==> config.mk <==
export PLATFORM = sky130hd
export DESIGN_NAME = dmem_req_master
export DESIGN_NICKNAME = d
export VERILOG_FILES = /design/src/rtl/dmem_req_master.sv
export SDC_FILE = /design/constraint.sdc
export NUM_CORES = 1
export LEC_CHECK = 0
export CAP_MARGIN = 20
export CORE_AREA = 2 2 180 182
export CTS_BUF_LIST = sky130_fd_sc_hd__clkbuf_8
export DETAILED_ROUTE_END_ITERATION = 6
export DIE_AREA = 0 0 182 184
export PLACE_DENSITY = 0.78
export SYNTH_ARGS = -nofsm -noshare
export SYNTH_HDL_FRONTEND = slang
export SYNTH_SLANG_ARGS = --single-unit
==> constraint.sdc <==
create_clock -name clk -period 2.7 [get_ports clk]
set_clock_uncertainty 0.2 [all_clocks]
set_input_delay 0.54 -clock clk [delete_from_list [all_inputs] [get_ports clk]]
set_output_delay 0.54 -clock clk [all_outputs]
set_load 0.05 [all_outputs]
==> src/rtl/dmem_req_master.sv <==
// Memory-stage initiator: issues single-beat data-memory requests for load/store/stack ops,
// waits for the completion and hands valM to write-back; halts on address or timeout errors.
module dmem_req_master #(
    parameter logic [63:0] ADDR_LIMIT = 64'd8192,
    parameter int unsigned TIMEOUT    = 15
) (
    input  logic        clk,
    input  logic        rst_n,
    input  logic        m_valid,
    output logic        m_ready,
    input  logic [3:0]  icode,
    input  logic [63:0] valA,
    input  logic [63:0] valE,
    input  logic [63:0] valP,
    output logic        req_valid,
    input  logic        req_ready,
    output logic        req_we,
    output logic [63:0] req_addr,
    output logic [63:0] req_wdata,
    input  logic        rsp_valid,
    input  logic [63:0] rsp_rdata,
    output logic        w_valid,
    output logic [3:0]  w_icode,
    output logic [63:0] w_valM,
    output logic        w_error,
    output logic        halted
);

    localparam int unsigned TW = (TIMEOUT < 2) ? 1 : $clog2(TIMEOUT + 1);

    localparam logic [1:0] StIdle = 2'd0;
    localparam logic [1:0] StReq  = 2'd1;
    localparam logic [1:0] StWait = 2'd2;
    localparam logic [1:0] StDone = 2'd3;

    logic [1:0]    state_q, state_d;
    logic          run_q;
    logic          we_q, we_d;
    logic [63:0]   addr_q, addr_d;
    logic [63:0]   wdata_q, wdata_d;
    logic [3:0]    icode_q, icode_d;
    logic [TW-1:0] timer_q, timer_d;
    logic          halted_q, halted_d;
    logic [3:0]    w_icode_q, w_icode_d;
    logic [63:0]   w_valm_q, w_valm_d;
    logic          w_error_q, w_error_d;

    logic          dec_mem, dec_we, addr_err;
    logic [63:0]   dec_addr, dec_wdata;

    always_comb begin
        dec_mem   = 1'b1;
        dec_we    = 1'b0;
        dec_addr  = valE;
        dec_wdata = 64'd0;
        case (icode)
            4'h4, 4'hA: begin
                dec_we    = 1'b1;
                dec_wdata = valA;
            end
            4'h8: begin
                dec_we    = 1'b1;
                dec_wdata = valP;
            end
            4'h5: ;
            4'h9, 4'hB: dec_addr = valA;
            default: dec_mem = 1'b0;
        endcase
    end

    assign addr_err = dec_mem && (dec_addr > ADDR_LIMIT);
    assign m_ready  = run_q && (state_q == StIdle) && !halted_q;

    always_comb begin
        state_d   = state_q;
        we_d      = we_q;
        addr_d    = addr_q;
        wdata_d   = wdata_q;
        icode_d   = icode_q;
        timer_d   = timer_q;
        halted_d  = halted_q;
        w_icode_d = w_icode_q;
        w_valm_d  = w_valm_q;
        w_error_d = w_error_q;
        unique case (state_q)
            StIdle: begin
                if (m_valid && m_ready) begin
                    icode_d = icode;
                    we_d    = dec_we;
                    addr_d  = dec_addr;
                    wdata_d = dec_wdata;
                    if (dec_mem && !addr_err) begin
                        state_d = StReq;
                    end else begin
                        // Non-memory ops and bad addresses complete without touching memory
                        state_d   = StDone;
                        w_icode_d = icode;
                        w_valm_d  = 64'd0;
                        w_error_d = addr_err;
                    end
                end
            end
            StReq: begin
                if (req_ready) begin
                    state_d = StWait;
                    timer_d = '0;
                end
            end
            StWait: begin
                if (rsp_valid) begin
                    state_d   = StDone;
                    w_icode_d = icode_q;
                    w_valm_d  = we_q ? 64'd0 : rsp_rdata;
                    w_error_d = 1'b0;
                end else if (timer_q == TW'(TIMEOUT)) begin
                    state_d   = StDone;
                    w_icode_d = icode_q;
                    w_valm_d  = 64'd0;
                    w_error_d = 1'b1;
                end else begin
                    timer_d = timer_q + 1'b1;
                end
            end
            StDone: begin
                state_d = StIdle;
                if (w_error_q) halted_d = 1'b1;
            end
            default: state_d = StIdle;
        endcase
    end

    always_ff @(posedge clk) begin
        if (!rst_n) begin
            state_q   <= StIdle;
            run_q     <= 1'b0;
            we_q      <= 1'b0;
            addr_q    <= 64'd0;
            wdata_q   <= 64'd0;
            icode_q   <= 4'd0;
            timer_q   <= '0;
            halted_q  <= 1'b0;
            w_icode_q <= 4'd0;
            w_valm_q  <= 64'd0;
            w_error_q <= 1'b0;
        end else begin
            state_q   <= state_d;
            run_q     <= 1'b1;
            we_q      <= we_d;
            addr_q    <= addr_d;
            wdata_q   <= wdata_d;
            icode_q   <= icode_d;
            timer_q   <= timer_d;
            halted_q  <= halted_d;
            w_icode_q <= w_icode_d;
            w_valm_q  <= w_valm_d;
            w_error_q <= w_error_d;
        end
    end

    assign req_valid = (state_q == StReq);
    assign req_we    = req_valid && we_q;
    assign req_addr  = req_valid ? addr_q : 64'd0;
    assign req_wdata = req_valid ? wdata_q : 64'd0;
    assign w_valid   = (state_q == StDone);
    assign w_icode   = w_icode_q;
    assign w_valM    = w_valm_q;
    assign w_error   = w_error_q;
    assign halted    = halted_q;

endmodule

* Yosys cells after proc, flatten, opt, wreduce, memory -nomap -nowiden
Index checks and enable logic that the tools add are counted.
** Word-level totals
- Flip-flop bits (word level) :: 210
- Latch bits :: 0
- RAM bits :: 0
- Memory bits (read-only) :: 0
- Input port bits :: 265
- Output and inout bits :: 202
- Word-level logic and storage cells :: 82
- Memories kept :: 0
** Operators by class
- $add $sub $neg :: 1
- Multiply operators :: 0
- Divide/modulo/power cells :: 0
- Magnitude comparators :: 1
- Eq/ne operators :: 16
- Shift operators :: 0
- Multiplexer cells :: 33
- Bitwise gates (word level) :: 0
- Reduce and logical (&&, ||, !) cells :: 20
** Operators by type and width (count)
- 64-bit two-way mux :: 8
- 64-bit one-hot mux with 2 select lines :: 2
- 64-bit by 14-bit greater-than comparator with 1-bit output, second input constant :: 1
- 4-bit two-way mux :: 7
- 4-bit equality test, second input constant :: 5
- 4-bit one-hot mux with 2 select lines :: 2
- 2-bit two-way mux :: 5
- 4-bit by 3-bit equality test with 1-bit output, second input constant :: 2
- 2-bit one-hot mux with 4 select lines :: 1
- 4-bit AND reduction :: 2
- 1-bit two-way mux :: 7
- 1-bit logical AND :: 6
- 2-bit != test, second input constant :: 3
- 6-bit OR reduction :: 1
- 4-bit by 1-bit adder with 4-bit output, second input constant :: 1
- 2-bit equality test, second input constant :: 2
- 2-bit by 1-bit != test with 1-bit output, second input constant :: 2
- 2-bit AND reduction :: 2
- 2-bit nonzero test :: 2
- 2-bit OR reduction :: 2
- 3-bit != test, second input constant :: 1
- 3-bit AND reduction :: 1
- 3-bit OR reduction :: 1
- 2-bit by 1-bit equality test with 1-bit output, second input constant :: 1
- other kinds (3) :: 4

* Longest topological paths before layout
Gate-level depths: netlist of the first run.
- Depth after elaboration :: 10
- Mapped depth :: 11
- Mapped depth without buffers :: 9

* Worst setup path before layout of the first run
No wires, ideal clock.
- Kind :: register -> register
- Start point :: reg state_q[0]
- End point :: reg w_valm_q[47], in the netlist w_valM[47]
- Setup time :: 72 ps
- Arrival :: 2672 ps
- Data required time :: 2428 ps
- Setup slack :: -244 ps
- Stages on the path, launching flop included :: 12
- Buffers on the path :: 3
- Period minus slack after synthesis :: 2944 ps
- Cell sequence :: dfxtp_1 -> inv_1 -> ha_1 -> nand2_1 -> nor2_1 -> nand2_1 -> a31oi_2 -> o21a_1 -> buf_6 -> buf_6 -> buf_6 -> mux2i_1
** On the way
- Word-level cells in the longest chain between the ends :: 6
- Elaborated cells between the ends (all ways) :: 11
- Classes of those cells :: eq/ne (4); mux (1); reduce/logical (6)
** RTL lines
- start: declaration :: RTL line 36 : logic [1:0] state_q, state_d;
- start signal: assignment :: RTL line 134 : state_q <= StIdle;
- start signal: assignment :: RTL line 146 : state_q <= state_d;
- 2-bit zero test :: RTL line 72 : assign m_ready = run_q && (state_q == StIdle) && !halted_q;
- 1-bit logical AND (2 in a row) :: RTL line 72
- via m_ready :: RTL line 10 : output logic m_ready,
- 1-bit logical AND :: RTL line 87 : if (m_valid && m_ready) begin
- 2-bit by 1-bit != test with 1-bit output (no line)
- 4-bit AND reduction (no line)
- end signal: assignment :: RTL line 155 : w_valm_q <= w_valm_d;
- end: declaration :: RTL line 45 : logic [63:0] w_valm_q, w_valm_d;
The timed path passes the listed nets, and every way through them passes these cells.
A chain may end at the register's enable or synchronous reset.

* Worst setup path in the final report of the first run
- Start point :: in valA[23]
- End point :: reg w_valm_q[36], in the netlist w_valM[36]
** On the way
- Word-level cells in the longest chain between the ends :: 7
** RTL lines
- start: declaration :: RTL line 12 : input logic [63:0] valA,
- 64-bit two-way mux :: RTL line 56 : case (icode)
- 64-bit by 14-bit greater-than comparator with 1-bit output :: RTL line 71 : assign addr_err = dec_mem && (dec_addr > ADDR_LIMIT);
- 1-bit logical AND :: RTL line 71
- 1-bit zero test :: RTL line 92 : if (dec_mem && !addr_err) begin
- 1-bit logical AND :: RTL line 92
- 2-bit != test (no line)
- 4-bit AND reduction (no line)
No other way between the ends.

==> results.json, run 1 <==
{
  "outcome": "finished clean",
  "critical_path_class": "in2reg",
  "rr_worst_depth": 6,
  "grt_pass1_wl_um": 70000,
  "hold_path_class": "in2reg",
  "grt_pass1_vias": 11600,
  "start_util_pct": 31.4,
  "synth.avg_cell_area_um2": 8.02,
  "die_h_um": 184,
  "synth_most_common_cell": "nand2_1",
  "slew_headroom_pct": 54.9,
  "crit_arrival_ns": 2.83,
  "clk_pin_slew_worst_paths_ns": 0.06,
  "synth_area_mm2": 0.00987,
  "overflow": 0,
  "htreeDepth": 2,
  "clock-sinks": 210,
  "hold_depth": 3,
  "p_per_area_mw_per_mm2": 642,
  "slew_violations": 0,
  "cp_data_required_time_ns": 2.90,
  "gp_congestion": 0.948,
  "clockBufferDepth": 3,
  "synth-seq-cells": 210,
  "startpoint": "valA[23]",
  "grt_use_met2_pct": 49.7,
  "seq_area_frac_synth_pct": 42.6,
  "pre_cts_ws_ns": -0.762,
  "synth_edf_count": 0,
  "dr.pass1.iters": 4,
  "worst_pin_slew_ns": 0.675,
  "crit_fanout": 5,
  "final_nets": 2056,
  "async_flop_share_pct": 0,
  "drc_errors": 0,
  "die_x_um": 182,
  "hold_start": "valE[23]",
  "cpMaxStageDelayCell": "clkdlybuf4s50_1",
  "synth-xor-area-share_pct": 0,
  "hold_viol_final": 0,
  "wire_per_inst_um": 22.1,
  "finalSetupViolCount": 0,
  "cts_tree": "yes",
  "dr_total_vias": 11700,
  "yosysTopAreaCellShare_pct": 42.6,
  "syn-instance-count": 1231,
  "met1_usage_pct": 29.9,
  "ys.flop_type": "dfxtp_1",
  "dpl.hpwl_um": 37100,
  "portBuffers": 466,
  "synthAdderAreaFrac_pct": 0.760,
  "setup_ws_ns": 0.0644,
  "synthMuxAreaShare_pct": 7.00,
  "synth_fp_nets": 1502,
  "drt-total-wl_um": 48900,
  "synth_area_leaders": "dfxtp_1, nand2_1, and2_1",
  "cp-end-kind": "register",
  "start_kind": "primary input",
  "die-area_mm2": 0.0335,
  "max_stage_delay_ns": 0.56,
  "grt.total_usage_pct": 27.6,
  "antenna_found_initial": 1,
  "power_leakage_uw": 0.00715,
  "drive_above_1_share_pct": 20.8,
  "r2r_start": "state_q[0]$_SDFFE_PN0P_",
  "grt-busiest-layer": "met2",
  "fin_setup_tns_ns": 0,
  "path_cells": "clkdlybuf4s50_1, nor3_2, nand4_1, nor4_4, a2bb2oi_4, a31oi_4, o21a_4, buf_4, mux2i_1",
  "yosysWarnings": 0,
  "post-route-period-util_pct": 97.6,
  "grt_max_degree": 65,
  "drv_cap": 0,
  "ctsHoldBuffers": 0,
  "ant_nets": 0,
  "vias_per_cell": 5.26,
  "area_growth_syn_to_layout_pct": 86.5,
  "fp-row-count": 65,
  "fin_crit_ns": 2.64,
  "yosys.area.top_type": "dfxtp_1",
  "synthTopCellsByCount": "nand2_1, dfxtp_1, nor2_1, and2_1, clkbuf_1",
  "root_buffer": "clkbuf_8",
  "ys_types": 43,
  "drt_iter0_markers": 770,
  "grt.met3_usage_pct": 7.37,
  "ir_drop_mv": 0.361,
  "fmax_mhz": 379,
  "synth_top_family_by_area": "simple AND/OR/NAND/NOR gates",
  "clock_latency_ns": 0.54,
  "synth_compound_area_share_pct": 14.0,
  "coreArea_mm2": 0.0314,
  "synthSimpleGateAreaFrac_pct": 31.0,
  "io_pins": 467,
  "cts_inserted_buffers": 39
}
==> cells by family (layout without fill, tap and decap cells) <==
kind of cell | count (synthesis) | count (layout)
simple gates | 667 | 667
compound gates | 165 | 167
fa+ha+maj | 6 | 6
mux | 69 | 69
flops | 210 | 210
buf+inv | 114 | 694
other cells | 0 | 1
==> flip-flops by register name (all words and copies together), names as in the netlist <==
signal / flops
w_icode: 4
state_q: 2
addr_q: 64
run_q: 1
w_error: 1
icode_q: 4
we_q: 1
halted: 1
wdata_q: 64
timer_q: 4
w_valM: 64
==> through the flow <==
stage               cell area (um2)  power [uW]  util (%)  cells  hold slack, ns
finish                        18400       11800      58.6   2216           0.206
global placement              17300        8240      55.0   2135           0.243
CTS                           18200       11700      57.9   2208           0.193
floorplan                      9870        6170         -   1231           0.236
global route                  18400       12300      58.6   2216           0.191
detailed placement            17300        8310      55.0   2135           0.250
==> layout by cell type (no fill, tap or decap), types with 10 or more instances in the layout <==
| master | synthesis | final |
|---|---|---|
| nand4_1 | 10 | 10 |
| nor4_1 | 23 | 16 |
| nand2_1 | 269 | 268 |
| clkbuf_8 | 0 | 45 |
| inv_1 | 4 | 17 |
| mux2i_1 | 69 | 69 |
| nor2_1 | 145 | 141 |
| buf_4 | 0 | 135 |
| dlymetal6s2s_1 | 0 | 12 |
| clkdlybuf4s50_1 | 0 | 321 |
| buf_12 | 0 | 148 |
| and2_1 | 131 | 125 |
| a221oi_1 | 64 | 64 |
| a21oi_1 | 13 | 13 |
| dfxtp_1 | 210 | 210 |
| nor3_1 | 73 | 71 |
| a311oi_1 | 63 | 63 |
==> per-layer routing <==
layer | up-vias | share of wire [%]
li1 | 5417 | -
met2 | 619 | 50
met1 | 5499 | 36
met5 | - | 0
met3 | 128 | 8.6
met4 | 0 | 5.1
==> what timing repair did <==
action                     in CTS  in global routing
buffers inserted                3                  2
setup endpoints to repair     150                102
pin swaps                       0                 11
resized for setup              10                 30
cloned                          1                  5
==> path summary, 6_finish.rpt <==
path                                                end  slack [ns]
worst max-delay path            w_valM[36]$_SDFFE_PN0P_        0.06
worst min-delay path            addr_q[23]$_SDFFE_PN0P_        0.21
worst max register to register  w_valM[30]$_SDFFE_PN0P_        0.27
worst min register to register  w_valM[62]$_SDFFE_PN0P_        0.26
==> critical path, delay by kind of cell <==
family          cells  cell delay [ns]
simple gates        3             0.75
buf+inv             2             0.74
mux                 1             0.12
compound gates      3             0.68
==> power breakdown <==
| group | switching (uW) | total, uW | leakage [uW] | internal (uW) |
|---|---|---|---|---|
| Combinational | 2570 | 4710 | 0.00496 | 2140 |
| Clock | 1420 | 3320 | 0.000480 | 1900 |
| Sequential | 236 | 3780 | 0.00171 | 3550 |
| Total | 4230 | 11800 | 0.00715 | 7580 |
==> cell type report <==
class | count | area [um2]
fill | 2630 | 13000
timing repair buffer | 621 | 7450
multi-input combinational | 909 | 5410
sequential | 210 | 4200
clock buffer | 45 | 619
tap | 402 | 503
clock inverter | 24 | 201
inverter | 4 | 17.5
antenna | 1 | 2.50
No activity file was read; power rests on OpenSTA's default activity.
==> run 2: changes to the inputs <==
- HOLD_SLACK_MARGIN: not set -> 0.15
- clock period: 2.7 -> 2.3 ns (I/O delays scaled with it)
==> run 2 against run 1 <==
The flow now finishes with violations (setup timing). Critical path depth is 1 lower. Final area is 6.0% higher. Largest power group unchanged. Clock-buffer cell count is 2 lower. Sequential cell count stayed put. Critical endpoint is now req_addr[38]. Setup slack worse by 0.35 ns. Global-route usage is 1.1 points higher.
==> results.json, run 2 (same netlist as run 1, synthesis figures left out) <==
{
  "grt_pass1_vias": 12400,
  "fin_setup_tns_ns": -29.45,
  "power_leakage_uw": 0.00843,
  "fmax_mhz": 387,
  "dr.pass1.iters": 5,
  "cp_num_buf_inv": 6,
  "cp_data_required_time_ns": 1.64,
  "hold_path_class": "in2reg",
  "p_sw_share_pct": 36.6,
  "coreArea_mm2": 0.0314,
  "clk_pin_slew_worst_paths_ns": 0.06,
  "crit_family": "buffers and inverters",
  "rsz0062_at_grt": "yes",
  "overflow": 0,
  "wire_per_inst_um": 23.2,
  "power.share.combinational_pct": 44.4,
  "setup_ws_ns": -0.285,
  "crit_arrival_ns": 1.92,
  "vias_per_cell": 5.48,
  "worst_pin_slew_ns": 0.636,
  "die_x_um": 182,
  "drt-total-wl_um": 53100,
  "clock_latency_ns": 0.54,
  "fin_util_pct": 62.2,
  "clock-sinks": 210,
  "cpMaxStageDelayCell": "dfxtp_2",
  "p_int_uw": 9310,
  "slew_violations": 0,
  "root_buffer": "clkbuf_8",
  "final_nets": 2125,
  "drv_cap": 0,
  "ir_drop_mv": 0.436,
  "clockBufferDepth": 3,
  "drt_iter0_markers": 955,
  "crit_fanout": 14,
  "sequentialPowerShare_pct": 30.4,
  "cts_tree": "yes",
  "die_h_um": 184,
  "path_cells": "inv_2, buf_6, ha_4, buf_12, buf_6, buf_16, and2_4, buf_12",
  "cts_inserted_buffers": 40,
  "drc_errors": 0,
  "max_stage_delay_ns": 0.34,
  "fin_crit_ns": 2.58,
  "hold_viol_final": 0,
  "dpl.hpwl_um": 36700,
  "portBuffers": 466,
  "htreeDepth": 2,
  "post-route-period-util_pct": 112,
  "critical_path_class": "reg2out",
  "outcome": "finished with violations",
  "p_per_area_mw_per_mm2": 753,
  "gp_congestion": 0.921,
  "slew_headroom_pct": 57.6,
  "p_clk_share_pct": 25.2,
  "grt.total_usage_pct": 28.6,
  "grt_pass1_wl_um": 73500,
  "fin_cells": 2287,
  "cp-end-kind": "output pin",
  "die-area_mm2": 0.0335,
  "final_cell_mix": "nand2_1, dfxtp_1, buf_4",
  "violations": "setup timing",
  "dr_total_vias": 12500,
  "nFillCells": 2496,
  "finalSetupViolCount": 164,
  "io_pins": 467,
  "layout_commonest_cell": "nand2_1",
  "area_growth_syn_to_layout_pct": 97.7,
  "dp.cells": 2148,
  "p_sw_uw": 5380,
  "grt_max_degree": 72,
  "drive_above_1_share_pct": 32.9,
  "pre_cts_ws_ns": -1.01,
  "fp-row-count": 65,
  "ant_nets": 0,
  "start_kind": "register",
  "antenna_found_initial": 5,
  "start_util_pct": 31.4
}
-- run 2: layout make-up --
cell class	instances	area (um2)	area share, %
flip-flops and latches	210	4210	21.5
inverters	4	17.5	0.0897
well taps	402	503	2.58
repair buffers	689	8070	41.4
clock buffers	43	592	3.03
diodes	4	10.0	0.0513
multi-input cells	909	5930	30.4
clock inverters	26	189	0.968
-- run 2: per-layer routing --
layer / part of all wire (%) / vias up / GRT usage (%) / routed length, um
met5: 0.041 / - / 0 / 22
met4: 6.6 / 4 / 16.8 / 3490
met3: 9.1 / 201 / 7.15 / 4830
met2: 49 / 786 / 50.7 / 26000
met1: 35 / 5980 / 31.1 / 18700
li1: - / 5558 / - / -
-- run 2: worst register-to-register path, delay by kind of cell (launching register included) --
kind / cells / cell delay [ns]
AOI/OAI and AO/OA: 1 / 0.30
adders and majority gates: 1 / 0.40
buffers and inverters: 3 / 0.40
DFF: 1 / 0.31
muxes: 1 / 0.21
and+or+nand+nor: 1 / 0.34
-- run 2: path summary, 6_finish.rpt --
check / from / endpoint / slack, ns / depth (start not counted)
max: state_q[1]$_SDFFE_PN0P_ / req_addr[38] / -0.28 / 8
min: valE[21] / addr_q[21]$_SDFFE_PN0P_ / 0.17 / 4
max reg2reg: state_q[0]$_SDFFE_PN0P_ / w_valM[4]$_SDFFE_PN0P_ / 0.06 / 7
min reg2reg: w_valM[13]$_SDFFE_PN0P_ / w_valM[13]$_SDFFE_PN0P_ / 0.25 / 2
-- run 2: power by group through the flow --
stage	sequential, uW	clock (uW)	combinational, uW
2_1_floorplan	4660	0	2700
3_3_place_gp	4470	0	5250
3_5_place_dp	4500	0	5340
4_1_cts	4430	3760	5900
5_1_grt	4510	3940	6830
6_report	4470	3710	6520
-- run 2: repair_timing --
item,CTS,global route
setup buffers,12,16
endpoints found under the hold margin,20,7
cloned,7,12
hold buffers,15,8
endpoints found under the setup margin,255,304
pin swaps,55,50
resized for setup,260,163
-- run 2: through the flow --
| stage | total power, uW | hold WS (ns) | area [um2] |
|---|---|---|---|
| after floorplan | 7360 | 0.236 | 10100 |
| after global placement | 9720 | 0.241 | 17500 |
| after detailed placement | 9830 | 0.248 | 17500 |
| after CTS | 14100 | 0.153 | 18900 |
| after global routing | 15300 | 0.157 | 19500 |
| final | 14700 | 0.166 | 19500 |
